`config.mk`:
```
export PLATFORM = sky130hd
export DESIGN_NAME = usb_txn_ctrl_flat
export DESIGN_NICKNAME = d
export VERILOG_FILES = /design/src/rtl/usb_txn_ctrl_if.sv /design/src/rtl/usb_txn_ctrl.sv /design/src/flat_wrapper.sv
export SDC_FILE = /design/constraint.sdc
export NUM_CORES = 1
export LEC_CHECK = 0
export CAP_MARGIN = 5
export CELL_PAD_IN_SITES_DETAIL_PLACEMENT = 0
export CELL_PAD_IN_SITES_GLOBAL_PLACEMENT = 1
export CORE_MARGIN = 2
export CORE_UTILIZATION = 44
export CTS_BUF_LIST = sky130_fd_sc_hd__clkbuf_8
export CTS_CLUSTER_DIAMETER = 50
export CTS_CLUSTER_SIZE = 10
export DETAILED_ROUTE_END_ITERATION = 7
export GPL_TIMING_DRIVEN = 0
export MAX_ROUTING_LAYER = met4
export PLACE_DENSITY = 0.92
export RECOVER_POWER = 50
export SLEW_MARGIN = 20
export SYNTH_ARGS = -nofsm -noshare
export SYNTH_HDL_FRONTEND = slang
export SYNTH_SLANG_ARGS = --single-unit
```
`constraint.sdc`:
```
create_clock -name clk -period 2.9 [get_ports clk]
set_input_delay 0.58 -clock clk [delete_from_list [all_inputs] [get_ports clk]]
set_output_delay 0.58 -clock clk [all_outputs]
set_load 0.01 [all_outputs]
```
`src/rtl/usb_txn_ctrl_if.sv`:
```
// Bus bundle between the USB RX/TX/buffer datapath and the bulk-endpoint
// transaction controller.
interface usb_txn_ctrl_if;
    logic [2:0] rx_packet;
    logic       rx_transfer_active;
    logic       rx_error;
    logic       tx_transfer_active;
    logic       tx_error;
    logic       tx_data_loaded;
    logic       rx_ack;
    logic       stall_en;
    logic [2:0] tx_packet;
    logic       clear;
    logic       rx_data_avail;
    logic       tx_ready;
    logic       in_toggle;
    logic       out_toggle;
    logic       txn_error;
    logic [2:0] state;

    modport master (
        output rx_packet, rx_transfer_active, rx_error, tx_transfer_active,
               tx_error, tx_data_loaded, rx_ack, stall_en,
        input  tx_packet, clear, rx_data_avail, tx_ready, in_toggle,
               out_toggle, txn_error, state
    );

    modport slave (
        input  rx_packet, rx_transfer_active, rx_error, tx_transfer_active,
               tx_error, tx_data_loaded, rx_ack, stall_en,
        output tx_packet, clear, rx_data_avail, tx_ready, in_toggle,
               out_toggle, txn_error, state
    );
endinterface

```
`src/rtl/usb_txn_ctrl.sv`:
```
// Bulk-endpoint transaction controller: decodes received tokens/data, picks
// the handshake, drives the transmitter and tracks IN/OUT data toggles.
module usb_txn_ctrl #(
    parameter int unsigned TIMEOUT = 64
) (
    input  logic          clk,
    input  logic          rst,
    usb_txn_ctrl_if.slave bus
);
    localparam int unsigned CW = $clog2(TIMEOUT + 1);

    localparam logic [2:0] RX_OUT   = 3'd1;
    localparam logic [2:0] RX_IN    = 3'd2;
    localparam logic [2:0] RX_DATA0 = 3'd3;
    localparam logic [2:0] RX_DATA1 = 3'd4;
    localparam logic [2:0] RX_ACK   = 3'd5;

    localparam logic [2:0] TX_DATA0 = 3'd1;
    localparam logic [2:0] TX_DATA1 = 3'd2;
    localparam logic [2:0] TX_ACK   = 3'd3;
    localparam logic [2:0] TX_NAK   = 3'd4;
    localparam logic [2:0] TX_STALL = 3'd5;

    typedef enum logic [2:0] {
        IDLE        = 3'd0,
        OUT_DATA    = 3'd1,
        IN_TX       = 3'd2,
        IN_WAIT_ACK = 3'd3,
        HS_SEND     = 3'd4,
        HS_WAIT     = 3'd5
    } state_t;

    state_t          r_state, w_state;
    logic [2:0]      r_tx_packet, w_tx_packet;
    logic [2:0]      r_hs_pid, w_hs_pid;
    logic            r_clear, w_clear;
    logic            r_rx_avail, w_rx_avail;
    logic            r_tx_ready, w_tx_ready;
    logic            r_in_tog, w_in_tog;
    logic            r_out_tog, w_out_tog;
    logic            r_err, w_err;
    logic [CW-1:0]   r_cnt, w_cnt, w_cnt_inc;
    logic            r_rx_act_d, r_tx_act_d;
    logic            w_rx_eop, w_tx_eop, w_tmo, w_is_data, w_tog_bit;

    assign w_rx_eop  = r_rx_act_d & ~bus.rx_transfer_active;
    assign w_tx_eop  = r_tx_act_d & ~bus.tx_transfer_active;
    assign w_cnt_inc = (r_cnt == CW'(TIMEOUT)) ? r_cnt : r_cnt + CW'(1);
    assign w_tmo     = (w_cnt_inc == CW'(TIMEOUT));
    assign w_is_data = (bus.rx_packet == RX_DATA0) || (bus.rx_packet == RX_DATA1);
    assign w_tog_bit = (bus.rx_packet == RX_DATA1);

    always_comb begin
        w_state     = r_state;
        w_tx_packet = '0;
        w_hs_pid    = r_hs_pid;
        w_clear     = 1'b0;
        w_rx_avail  = r_rx_avail;
        w_tx_ready  = r_tx_ready;
        w_in_tog    = r_in_tog;
        w_out_tog   = r_out_tog;
        w_err       = r_err;
        w_cnt       = '0;

        // Software strobes first so FSM actions in the same cycle take priority.
        if (bus.tx_data_loaded) w_tx_ready = 1'b1;
        if (bus.rx_ack) begin
            w_rx_avail = 1'b0;
            w_err      = 1'b0;
        end

        case (r_state)
            IDLE: begin
                if (w_rx_eop) begin
                    if (bus.rx_error) begin
                        w_err = 1'b1;
                    end else if (bus.rx_packet == RX_OUT) begin
                        w_state = OUT_DATA;
                    end else if (bus.rx_packet == RX_IN) begin
                        if (bus.stall_en) begin
                            w_hs_pid = TX_STALL;
                            w_state  = HS_SEND;
                        end else if (r_tx_ready) begin
                            w_tx_packet = r_in_tog ? TX_DATA1 : TX_DATA0;
                            w_state     = IN_TX;
                        end else begin
                            w_hs_pid = TX_NAK;
                            w_state  = HS_SEND;
                        end
                    end
                end
            end
            OUT_DATA: begin
                w_cnt = w_cnt_inc;
                if (w_rx_eop) begin
                    w_state = IDLE;
                    if (!w_is_data) begin
                        w_clear = 1'b1;
                    end else if (bus.rx_error) begin
                        w_clear = 1'b1;
                        w_err   = 1'b1;
                    end else if (bus.stall_en) begin
                        w_clear  = 1'b1;
                        w_hs_pid = TX_STALL;
                        w_state  = HS_SEND;
                    end else if (r_rx_avail) begin
                        w_clear  = 1'b1;
                        w_hs_pid = TX_NAK;
                        w_state  = HS_SEND;
                    end else if (w_tog_bit == r_out_tog) begin
                        w_hs_pid   = TX_ACK;
                        w_state    = HS_SEND;
                        w_rx_avail = 1'b1;
                        w_out_tog  = ~r_out_tog;
                    end else begin
                        w_clear  = 1'b1;
                        w_hs_pid = TX_ACK;
                        w_state  = HS_SEND;
                    end
                end else if (w_tmo) begin
                    w_err   = 1'b1;
                    w_clear = 1'b1;
                    w_state = IDLE;
                end
            end
            IN_TX: begin
                w_cnt = w_cnt_inc;
                if (bus.tx_error) w_err = 1'b1;
                if (w_tx_eop) begin
                    w_state = IN_WAIT_ACK;
                    w_cnt   = '0;
                end else if (w_tmo) begin
                    w_err      = 1'b1;
                    w_clear    = 1'b1;
                    w_tx_ready = 1'b0;
                    w_state    = IDLE;
                end
            end
            IN_WAIT_ACK: begin
                w_cnt = w_cnt_inc;
                if (w_rx_eop) begin
                    w_state    = IDLE;
                    w_tx_ready = 1'b0;
                    if (bus.rx_packet == RX_ACK && !bus.rx_error) begin
                        w_in_tog = ~r_in_tog;
                    end else begin
                        w_err   = 1'b1;
                        w_clear = 1'b1;
                    end
                end else if (w_tmo) begin
                    w_err      = 1'b1;
                    w_clear    = 1'b1;
                    w_tx_ready = 1'b0;
                    w_state    = IDLE;
                end
            end
            HS_SEND: begin
                w_tx_packet = r_hs_pid;
                w_state     = HS_WAIT;
            end
            HS_WAIT: begin
                w_cnt = w_cnt_inc;
                if (bus.tx_error) w_err = 1'b1;
                if (w_tx_eop) begin
                    w_state = IDLE;
                end else if (w_tmo) begin
                    w_err   = 1'b1;
                    w_state = IDLE;
                end
            end
            default: w_state = IDLE;
        endcase
    end

    always_ff @(posedge clk) begin
        if (rst) begin
            r_state     <= IDLE;
            r_tx_packet <= '0;
            r_hs_pid    <= '0;
            r_clear     <= 1'b0;
            r_rx_avail  <= 1'b0;
            r_tx_ready  <= 1'b0;
            r_in_tog    <= 1'b0;
            r_out_tog   <= 1'b0;
            r_err       <= 1'b0;
            r_cnt       <= '0;
            r_rx_act_d  <= 1'b0;
            r_tx_act_d  <= 1'b0;
        end else begin
            r_state     <= w_state;
            r_tx_packet <= w_tx_packet;
            r_hs_pid    <= w_hs_pid;
            r_clear     <= w_clear;
            r_rx_avail  <= w_rx_avail;
            r_tx_ready  <= w_tx_ready;
            r_in_tog    <= w_in_tog;
            r_out_tog   <= w_out_tog;
            r_err       <= w_err;
            r_cnt       <= w_cnt;
            r_rx_act_d  <= bus.rx_transfer_active;
            r_tx_act_d  <= bus.tx_transfer_active;
        end
    end

    assign bus.tx_packet     = r_tx_packet;
    assign bus.clear         = r_clear;
    assign bus.rx_data_avail = r_rx_avail;
    assign bus.tx_ready      = r_tx_ready;
    assign bus.in_toggle     = r_in_tog;
    assign bus.out_toggle    = r_out_tog;
    assign bus.txn_error     = r_err;
    assign bus.state         = r_state;
endmodule

```
`src/flat_wrapper.sv`:
```
// flat-port wrapper written by rule: the top's interface ports become plain ports
module usb_txn_ctrl_flat 
#(
    parameter int unsigned TIMEOUT = 64
)
  (clk, rst, bus_rx_packet, bus_rx_transfer_active, bus_rx_error, bus_tx_transfer_active, bus_tx_error, bus_tx_data_loaded, bus_rx_ack, bus_stall_en, bus_tx_packet, bus_clear, bus_rx_data_avail, bus_tx_ready, bus_in_toggle, bus_out_toggle, bus_txn_error, bus_state);
  usb_txn_ctrl_if bus_i ();
  input  logic clk;
  input  logic rst;
  input wire logic [$bits(bus_i.rx_packet)-1:0] bus_rx_packet;
  input wire logic [$bits(bus_i.rx_transfer_active)-1:0] bus_rx_transfer_active;
  input wire logic [$bits(bus_i.rx_error)-1:0] bus_rx_error;
  input wire logic [$bits(bus_i.tx_transfer_active)-1:0] bus_tx_transfer_active;
  input wire logic [$bits(bus_i.tx_error)-1:0] bus_tx_error;
  input wire logic [$bits(bus_i.tx_data_loaded)-1:0] bus_tx_data_loaded;
  input wire logic [$bits(bus_i.rx_ack)-1:0] bus_rx_ack;
  input wire logic [$bits(bus_i.stall_en)-1:0] bus_stall_en;
  output wire logic [$bits(bus_i.tx_packet)-1:0] bus_tx_packet;
  output wire logic [$bits(bus_i.clear)-1:0] bus_clear;
  output wire logic [$bits(bus_i.rx_data_avail)-1:0] bus_rx_data_avail;
  output wire logic [$bits(bus_i.tx_ready)-1:0] bus_tx_ready;
  output wire logic [$bits(bus_i.in_toggle)-1:0] bus_in_toggle;
  output wire logic [$bits(bus_i.out_toggle)-1:0] bus_out_toggle;
  output wire logic [$bits(bus_i.txn_error)-1:0] bus_txn_error;
  output wire logic [$bits(bus_i.state)-1:0] bus_state;
  assign bus_i.rx_packet = bus_rx_packet;
  assign bus_i.rx_transfer_active = bus_rx_transfer_active;
  assign bus_i.rx_error = bus_rx_error;
  assign bus_i.tx_transfer_active = bus_tx_transfer_active;
  assign bus_i.tx_error = bus_tx_error;
  assign bus_i.tx_data_loaded = bus_tx_data_loaded;
  assign bus_i.rx_ack = bus_rx_ack;
  assign bus_i.stall_en = bus_stall_en;
  assign bus_tx_packet = bus_i.tx_packet;
  assign bus_clear = bus_i.clear;
  assign bus_rx_data_avail = bus_i.rx_data_avail;
  assign bus_tx_ready = bus_i.tx_ready;
  assign bus_in_toggle = bus_i.in_toggle;
  assign bus_out_toggle = bus_i.out_toggle;
  assign bus_txn_error = bus_i.txn_error;
  assign bus_state = bus_i.state;
  usb_txn_ctrl #(.TIMEOUT(TIMEOUT)) u_core (.clk(clk), .rst(rst), .bus(bus_i));
endmodule
```
# [Word-level counts from Yosys, hierarchy flattened]
# Index checks and enable logic that the tools add are counted.
[word_totals] ff_bits=24 inputBits=12 out_inout_bits=12 wordCells=128
[op_classes] add_sub_neg=1 n_eq_ne=22 mux=73 bitwise_logic=9 n_reduce_logical=11
[op_table] cell="$mux W3" count=30
[op_table] cell="$mux W1" count=33
[op_table] cell="$pmux W3 S6" count=1
[op_table] cell="$eq A7 B7 Y1 const B" count=2
[op_table] cell="$mux W7" count=2
[op_table] cell="$pmux W7 S2" count=1
[op_table] cell="$eq A3 B2 Y1 const B" count=4
[op_table] cell="$eq A3 B3 Y1 const B" count=4
[op_table] cell="$pmux W3 S2" count=2
[op_table] cell="$reduce_and A9 Y1" count=1
[op_table] cell="$ne A2 B1 Y1 const B" count=4
[op_table] cell="$add A7 B1 Y7 const B" count=1
[op_table] cell="$not A1 Y1" count=7
[op_table] cell="$reduce_and A7 Y1" count=1
[op_table] cell="$eq A3 B1 Y1 const B" count=2
[op_table] cell="$ne A2 B2 Y1 const B" count=3
[op_table] cell="$reduce_and A3 Y1" count=2
[op_table] cell="$pmux W1 S4" count=1
[op_table] cell="$logic_not A3 Y1" count=1
[op_table] cell="$ne A3 B1 Y1 const B" count=1
[op_table] cell="$ne A3 B3 Y1 const B" count=1
[op_table] cell="$pmux W1 S3" count=1
[op_table] cell="$reduce_or A3 Y1" count=1
[op_table] cell="$and A1 B1 Y1" count=2
[op_table] cell="8 further kinds" count=8

# [Depth between registers and ports, before layout]
# Gate-level depths: netlist (run 1).
[logic_depth] word_depth=9 mapped_depth=7

# [Worst setup path before layout (run 1)]
# Ideal clock, no wire load.
[synth_timing] path_type="in2reg" start="in bus_rx_packet[0]" end="reg u_core.r_hs_pid[2]" setup_ps=63 t_arrival_ps=1833 required_ps=2837 path_slack_ps=1004 cell_stages=6 n_path_buf=1 path_cell_list="buf_6 > or3b_1 > a21boi_2 > o2111ai_2 > mux2_4 > nor2_2"
[synth_via] elab_chain_len=4 elab_cells_between_ends=9 cone_classes="7 x eq/ne; 2 x reduce/logical"
[synth_rtl] item="start, declared" line="flat_wrapper.sv:10" text="input wire logic [$bits(bus_i.rx_packet)-1:0] bus_rx_packet;"
[synth_rtl] item="$eq A3 B2 Y1 / $eq A3 B3 Y1 (equally long branches)" line="usb_txn_ctrl.sv:50" text="assign w_is_data = (bus.rx_packet == RX_DATA0) || (bus.rx_packet == RX_DATA1);"
[synth_rtl] item="$logic_or A1 B1 Y1" line="usb_txn_ctrl.sv:50"
[synth_rtl] item="$ne A2 B1 Y1 (no line)"
[synth_rtl] item="$reduce_and A9 Y1 (no line) *"
[synth_rtl] item="end signal, assigned" line="usb_txn_ctrl.sv:192" text="r_hs_pid <= w_hs_pid;"
[synth_rtl] item="end, declared" line="usb_txn_ctrl.sv:35" text="logic [2:0] r_hs_pid, w_hs_pid;"
# Every way passes the cells marked *; elsewhere a longest branch is shown, timed or not.
# A chain may end at the register's enable or synchronous reset.

# [Worst setup path in the final report (run 1)]
[layout_timing] start="in bus_rx_packet[2]" end="reg u_core.r_hs_pid[2]"
# Same word-level chain as after synthesis.

==> summary.json, run 1 <==
{
  "outcome": {"value": "complete, no violations"},
  "hpwl": {"value": 2.70, "unit": "mm"},
  "netlist_instances": {"value": 172},
  "count_of_clock_tree_sinks": {"value": 24},
  "crit_path_top_delay_cell": {"value": "clkdlybuf4s50_1"},
  "starting_density_of_the_core": {"value": 0.468},
  "ys.warnings.count": {"value": 0},
  "synth.avg_cell_area": {"value": 8.37, "unit": "um2"},
  "tritoncts.num_buffers": {"value": 3},
  "synth-main-ff-cell": {"value": "dfxtp_1"},
  "critical_path.endpoint_type": {"value": "flop"},
  "crit_path_start_kind": {"value": "primary input"},
  "critPathArrivalTime": {"value": 2.46, "unit": "ns"},
  "critical_path.cell_chain": {"value": "clkdlybuf4s50_1, or3b_1, a21boi_2, o2111ai_2, mux2_4, nor2_2"},
  "drc": {"value": 0},
  "max_cap_violations": {"value": 0},
  "postCtsSetupBuffers": {"value": 0},
  "first_global_vias": {"value": 1240},
  "slew_limit_fails": {"value": 0},
  "cp_capture_point": {"value": "u_core.r_hs_pid[2]"},
  "design.final.nets": {"value": 213},
  "drt-initial-drc-count": {"value": 70},
  "pre_cts_ws": {"value": 0.380, "unit": "ns"},
  "worstPathRequired": {"value": 3.10, "unit": "ns"},
  "clock.fmax": {"value": 0.443, "unit": "GHz"},
  "largest_net_degree_at_the_start_of_global_routing": {"value": 15},
  "clkLatencyLatePin": {"value": 0.26, "unit": "ns"},
  "cell_with_the_most_instances_after_synthesis": {"value": "dfxtp_1"},
  "grt_util_all_layers": {"value": 0.212},
  "clkTransAtPathRegs": {"value": 0.08, "unit": "ns"},
  "row_count": {"value": 20},
  "yosys-top-cells-area": {"value": "dfxtp_1 (33%), nor2_1 (5.5%), nor2b_1 (4.3%)"},
  "total_inserted_antenna_cells": {"value": 0},
  "synth_top_area_share": {"value": 0.334},
  "core_area": {"value": 0.00308, "unit": "mm2"},
  "r2r_setup_slack": {"value": 0.82, "unit": "ns"},
  "rsz_0062_raised_after_global_routing": {"value": "no"},
  "layout_worst_path_cycle_share": {"value": 0.778},
  "synthesis.area": {"value": 0.00144, "unit": "mm2"},
  "drt-vias-per-instance": {"value": 5.69},
  "timing.hold.worst.class": {"value": "flop to flop"},
  "cp-startpoint": {"value": "bus_rx_packet[2]"},
  "cp_max_fanout": {"value": 9},
  "firstDrtPassIters": {"value": 4},
  "flow.area_growth_from_synthesis": {"value": 24.1, "unit": "%"},
  "synth_seq_cells": {"value": 24},
  "finalWirelength": {"value": 3.49, "unit": "mm"},
  "setup-tns-final": {"value": 0, "unit": "ns"},
  "yosysTopAreaCell": {"value": "dfxtp_1"},
  "fin_ws": {"value": 0.643, "unit": "ns"},
  "synthesis.nets": {"value": 186},
  "drive_gt1_frac": {"value": 0.0859},
  "clock_tree.htree_level_count": {"value": 1},
  "routed_wire_length_per_instance": {"value": 14.4, "unit": "um"},
  "count_of_hold_fix_buffers_inserted_at_cts": {"value": 0},
  "io-pin-count": {"value": 24},
  "layout_min_cycle_time": {"value": 2.26, "unit": "ns"},
  "clock_tree.buffer_depth": {"value": 2},
  "synth_enable_flop_cells": {"value": 0},
  "vias": {"value": 1376},
  "reg2reg_depth": {"value": 6},
  "worst_pin_slew": {"value": 0.527, "unit": "ns"},
  "drtAntennaViolNets": {"value": 0},
  "powerDensity": {"value": 386, "unit": "mW/mm2"},
  "setup_violations": {"value": 0},
  "async_reset_ff_frac": {"value": 0},
  "die_y": {"value": 61.2, "unit": "um"},
  "hold_viol": {"value": 0},
  "place_congestion": {"value": 0.917},
  "timing.slew.headroom": {"value": 0.645},
  "crit_type": {"value": "primary input to flop"},
  "post_route_clock_skew": {"value": 0.00475, "unit": "ns"},
  "port_buffers": {"value": 22},
  "ff_to_ff_start": {"value": "u_core.r_cnt[1]"},
  "antenna_violations_before_repair": {"value": 0},
  "r2r_end": {"value": "u_core.bus.clear"},
  "cts_tree": {"value": "done"},
  "leakagePower": {"value": 0.648, "unit": "nW"},
  "design.die.area": {"value": 0.00375, "unit": "mm2"},
  "cts_root_buf": {"value": "clkbuf_8"},
  "post_cts_resized": {"value": 0},
  "critical_path.max_stage_delay": {"value": 0.60, "unit": "ns"},
  "die_w": {"value": 61.2, "unit": "um"},
  "grt_pass1_wl": {"value": 5.86, "unit": "mm"},
  "globalRoute.totalOverflow": {"value": 0},
  "yosys.cell_types.count": {"value": 52},
  "irDropWorstVdd": {"value": 297, "unit": "uV"},
  "synth_seq_area_share": {"value": 0.334},
  "synth.cells.most_frequent": {"value": "dfxtp_1 (24), nor2_1 (21), nor2b_1 (10)"}
}
## layout make-up
type,count,area [um2]
fillers,288,1290
repair buffers,22,220
multi-input cells,133,888
well taps,44,55.1
plain buffers,7,41.3
inverters,8,30.0
clock buffers,3,41.3
clock inverters,1,30.0
flip-flops and latches,24,480
## registers in the layout, indices dropped and copies added, names as in the netlist
name,cells
u_core.bus.clear,1
u_core.bus.in_toggle,1
u_core.r_tx_act_d,1
u_core.bus.tx_packet,3
u_core.bus.rx_data_avail,1
u_core.bus.out_toggle,1
u_core.r_hs_pid,3
u_core.r_rx_act_d,1
u_core.bus.txn_error,1
u_core.bus.tx_ready,1
u_core.bus.state,3
u_core.r_cnt,7
## critical path: cells and delay by family
kind,cells,cell delay (ns)
buffers and inverters,1,0.60
muxes,1,0.37
AOI/OAI and AO/OA,2,0.42
and+or+nand+nor,2,0.49
## layout by cell type, fill, tap and decap left out, types with 2 or more instances in the layout
master,n
clkbuf_1,5
xnor2_1,6
nand3_1,5
dfxtp_1,24
o31a_1,2
nor3_1,8
or3b_2,2
inv_1,8
and3_1,3
clkbuf_8,3
o2111ai_1,3
buf_6,2
dlygate4sd3_1,10
clkdlybuf4s50_1,12
a211o_1,2
a31oi_1,2
a21o_1,2
nor2b_1,10
nand2_1,7
nor2_1,21
nand3b_1,4
nand2b_1,6
o21ai_0,8
ha_1,2
a32oi_1,2
nand4_1,2
xor2_1,3
a21oi_1,6
## per-layer routing
| metal | part of all wire | up-vias | wire (um) | GRT usage |
|---|---|---|---|---|
| met5 | 0 | - | 0 | - |
| met4 | 0.0023 | 0 | 8 | 0.0466 |
| met3 | 0.067 | 2 | 233 | 0.0315 |
| met2 | 0.44 | 49 | 1540 | 0.293 |
| met1 | 0.49 | 650 | 1710 | 0.323 |
| li1 | - | 675 | - | - |
## through the flow
| stage | power, mW | area [um2] | utilization | hold slack, ns | std cells |
|---|---|---|---|---|---|
| finish | 0.690 | 1790 | 0.580 | 0.473 | 242 |
| global route | 0.717 | 1790 | 0.580 | 0.515 | 242 |
| global placement | 0.408 | 1720 | 0.557 | 0.436 | 238 |
| detailed placement | 0.409 | 1720 | 0.557 | 0.461 | 238 |
| CTS | 0.698 | 1790 | 0.580 | 0.477 | 242 |
| floorplan | 0.378 | 1440 | - | 0.423 | 172 |
## report_power, final
group | total (mW) | switching [mW] | internal [mW]
Sequential | 0.337 | 0.00386 | 0.333
Combinational | 0.0642 | 0.0325 | 0.0317
Clock | 0.289 | 0.104 | 0.184
Total | 0.690 | 0.141 | 0.549
## worst min-delay path by stage
stage               depth (start not counted)                       to               start  slack [ns]
finish                                      2  u_core.bus.tx_packet[2]  u_core.r_hs_pid[2]        0.47
global route                                2  u_core.bus.tx_packet[2]  u_core.r_hs_pid[2]        0.51
CTS                                         2  u_core.bus.tx_packet[2]  u_core.r_hs_pid[2]        0.48
detailed placement                          2  u_core.bus.tx_packet[2]  u_core.r_hs_pid[2]        0.46
global placement                            2  u_core.bus.tx_packet[2]  u_core.r_hs_pid[2]        0.44
floorplan                                   2  u_core.bus.tx_packet[2]  u_core.r_hs_pid[2]        0.42
## cell families after synthesis
kind of cell,Yosys count,share of synthesized area
and+or+nand+nor,80,0.327
AOI/OAI and AO/OA,40,0.201
DFF,24,0.334
buffers and inverters,15,0.0495
xor gates and xnor gates,9,0.0547
muxes,2,0.0174
adders and majority gates,2,0.0174
Note: power is estimated with default switching activity, not from simulation.
==> run 2, diff against run 1 <==
--- a/config.mk
+++ b/config.mk
@@ -9,14 +9,14 @@
 export CELL_PAD_IN_SITES_DETAIL_PLACEMENT = 0
 export CELL_PAD_IN_SITES_GLOBAL_PLACEMENT = 1
 export CORE_MARGIN = 2
-export CORE_UTILIZATION = 44
+export CORE_UTILIZATION = 37
 export CTS_BUF_LIST = sky130_fd_sc_hd__clkbuf_8
 export CTS_CLUSTER_DIAMETER = 50
 export CTS_CLUSTER_SIZE = 10
 export DETAILED_ROUTE_END_ITERATION = 7
 export GPL_TIMING_DRIVEN = 0
 export MAX_ROUTING_LAYER = met4
-export PLACE_DENSITY = 0.92
+export PLACE_DENSITY = 0.83
 export RECOVER_POWER = 50
 export SLEW_MARGIN = 20
 export SYNTH_ARGS = -nofsm -noshare
==> constraint.sdc (replaced) <==
create_clock -name clk -period 1.81 [get_ports clk]
set_input_delay 0.362 -clock clk [delete_from_list [all_inputs] [get_ports clk]]
set_output_delay 0.362 -clock clk [all_outputs]
set_load 0.01 [all_outputs]
==> summary.json, run 2 (synthesized netlist as in run 1, its figures left out) <==
{
  "drt-vias-per-instance": {"value": 5.69, "change": "+0.15%"},
  "timing.slew.headroom": {"value": 0.712, "change": "+0.0662"},
  "routed_wire_length_per_instance": {"value": 14.9, "unit": "um", "change": "+3.5%"},
  "finalWirelength": {"value": 3.76, "unit": "mm", "change": "+7.8%"},
  "count_of_hold_fix_buffers_inserted_at_cts": {"value": 0, "change": "unchanged"},
  "first_global_vias": {"value": 1287, "change": "+3.8%"},
  "row_count": {"value": 22, "change": "+10%"},
  "regMostFlops": {"value": "u_core.r_cnt"},
  "crit_path_start_kind": {"value": "flop"},
  "leakagePower": {"value": 0.732, "unit": "nW", "change": "+13%"},
  "critPathArrivalTime": {"value": 1.96, "unit": "ns", "change": "-0.50 ns"},
  "clock_tree.htree_level_count": {"value": 1, "change": "unchanged"},
  "timing.hold.worst.class": {"value": "flop to flop"},
  "stdcell_count": {"value": 252, "change": "+4.1%"},
  "place_congestion": {"value": 0.810, "change": "-12%"},
  "fill_cells": {"value": 350, "change": "+22%"},
  "max_ffs_per_register": {"value": 7, "change": "unchanged"},
  "design.final.nets": {"value": 219, "change": "+2.8%"},
  "firstDrtPassIters": {"value": 4, "change": "unchanged"},
  "die_w": {"value": 66.4, "unit": "um", "change": "+8.5%"},
  "layout_worst_path_cycle_share": {"value": 0.978},
  "tritoncts.num_buffers": {"value": 3, "change": "unchanged"},
  "powerDensity": {"value": 571, "unit": "mW/mm2", "change": "+48%"},
  "multi_input_combinational_cell_area": {"value": 0.00102, "unit": "mm2", "change": "+15%"},
  "worstPathRequired": {"value": 2.00, "unit": "ns", "change": "-1.10 ns"},
  "antenna_violations_before_repair": {"value": 0, "change": "unchanged"},
  "setup_violations": {"value": 0, "change": "unchanged"},
  "flow.area_growth_from_synthesis": {"value": 37.4, "unit": "%"},
  "drtAntennaViolNets": {"value": 0, "change": "unchanged"},
  "port_buffers": {"value": 22, "change": "unchanged"},
  "rsz_0062_raised_after_global_routing": {"value": "yes"},
  "total_power": {"value": 1.13, "unit": "mW", "change": "+64%"},
  "hold_viol": {"value": 0, "change": "unchanged"},
  "drt-initial-drc-count": {"value": 120, "change": "+71%"},
  "io-pin-count": {"value": 24, "change": "unchanged"},
  "layout_min_cycle_time": {"value": 1.77, "unit": "ns"},
  "cp_max_fanout": {"value": 5, "change": "-4"},
  "vias": {"value": 1435, "change": "+4.3%"},
  "clock.fmax": {"value": 0.565, "unit": "GHz"},
  "slew_limit_fails": {"value": 0, "change": "unchanged"},
  "total_inserted_antenna_cells": {"value": 0, "change": "unchanged"},
  "design.die.area": {"value": 0.00441, "unit": "mm2", "change": "+18%"},
  "clock_tree.buffer_depth": {"value": 2, "change": "unchanged"},
  "cts_tree": {"value": "done"},
  "starting_density_of_the_core": {"value": 0.390, "change": "-0.0775"},
  "die_y": {"value": 66.4, "unit": "um", "change": "+8.5%"},
  "number_of_cells_on_the_worst_hold_path": {"value": 2, "change": "unchanged"},
  "placedCellCount": {"value": 242, "change": "+1.7%"},
  "grt_util_all_layers": {"value": 0.175, "change": "-0.0366"},
  "hpwl": {"value": 2.63, "unit": "mm", "change": "-2.7%"},
  "crit_type": {"value": "flop to flop"},
  "count_of_clock_tree_sinks": {"value": 24, "change": "unchanged"},
  "worst_pin_slew": {"value": 0.422, "unit": "ns", "change": "-0.105 ns"},
  "cts_root_buf": {"value": "clkbuf_8"},
  "critical_path.endpoint_type": {"value": "flop"},
  "reg2reg_depth": {"value": 7, "change": "+1"},
  "grt_pass1_wl": {"value": 5.76, "unit": "mm", "change": "-1.7%"},
  "clkTransAtPathRegs": {"value": 0.10, "unit": "ns", "change": "+0.02 ns"},
  "setup-tns-final": {"value": 0, "unit": "ns", "change": "unchanged"},
  "drive_gt1_frac": {"value": 0.221, "change": "+0.135"},
  "drc": {"value": 0, "change": "unchanged"},
  "globalRoute.totalOverflow": {"value": 0, "change": "unchanged"},
  "clkLatencyLatePin": {"value": 0.28, "unit": "ns", "change": "+0.02 ns"},
  "utilization": {"value": 0.537, "change": "-0.0439"},
  "max_cap_violations": {"value": 0, "change": "unchanged"},
  "post_route_clock_skew": {"value": 0.00894, "unit": "ns", "change": "+0.00419 ns"},
  "irDropWorstVdd": {"value": 436, "unit": "uV", "change": "+47%"},
  "layout_commonest_cell": {"value": "dfxtp_1"},
  "outcome": {"value": "complete, no violations"},
  "largest_net_degree_at_the_start_of_global_routing": {"value": 15, "change": "unchanged"},
  "core_area": {"value": 0.00369, "unit": "mm2", "change": "+20%"},
  "ff_latch_area": {"value": 490, "unit": "um2", "change": "+2.1%"},
  "commonest_non_fill_non_tap_cells_in_the_layout": {"value": "dfxtp_1 (20), nor2_1 (19), nor2b_1 (10), clkdlybuf4s50_1 (10)"}
}
-- run 2: through the flow --
step                hold slack [ns]  worst slack (ns)  area (um2)
global placement              0.437            -0.459        1720
global route                  0.493           -0.0742        1980
detailed placement            0.441            -0.492        1720
floorplan                     0.423            0.0862        1440
finish                        0.475            0.0397        1980
CTS                           0.466          0.000636        1830
-- run 2: report_power, final --
group          leakage [nW]  internal, mW  switching (mW)  total, mW
sequential            0.197         0.532         0.00741      0.539
combinational         0.500        0.0522          0.0563      0.108
clock                0.0357         0.296           0.186      0.483
-- run 2: cell type report --
class	count	share of cell area
clock inverters	1	0.0152
clock buffers	3	0.0209
flip-flops and latches	24	0.248
plain buffers	7	0.0221
well taps	48	0.0303
multi-input cells	133	0.514
repair buffers	28	0.132
inverters	8	0.0177
-- run 2: worst max-delay path: stages (launching register included) --
cell and delay (ns):
dfxtp_4 0.38, inv_4 0.07, ha_4 0.11, nor4b_4 0.27, and3_4 0.25, a21oi_2 0.07
o31a_1 0.32, nor4_2 0.22
-- run 2: final timing paths --
| path | startpoint | endpoint | slack (ns) |
|---|---|---|---|
| worst max register to register | u_core.r_cnt[0] | u_core.bus.clear | 0.04 |
| worst max-delay path | u_core.r_cnt[0] | u_core.bus.clear | 0.04 |
| worst min-delay path | u_core.r_hs_pid[2] | u_core.bus.tx_packet[2] | 0.47 |
| worst min register to register | u_core.r_hs_pid[2] | u_core.bus.tx_packet[2] | 0.47 |
-- run 2: timing repair --
item	4_1_cts	5_1_grt
buffers inserted	1	5
pin swaps	1	8
gates resized for setup	9	31
setup endpoints to repair	11	10
-- run 2: routing by layer --
metal / up-vias / GRT usage / share of wire / routed length, um
met2: 59 / 0.279 / 0.47 / 1780
met4: 0 / 0.0765 / 0.020 / 74
li1: 685 / - / - / -
met5: - / - / 0 / 0
met1: 685 / 0.226 / 0.44 / 1650
met3: 6 / 0.0170 / 0.067 / 252
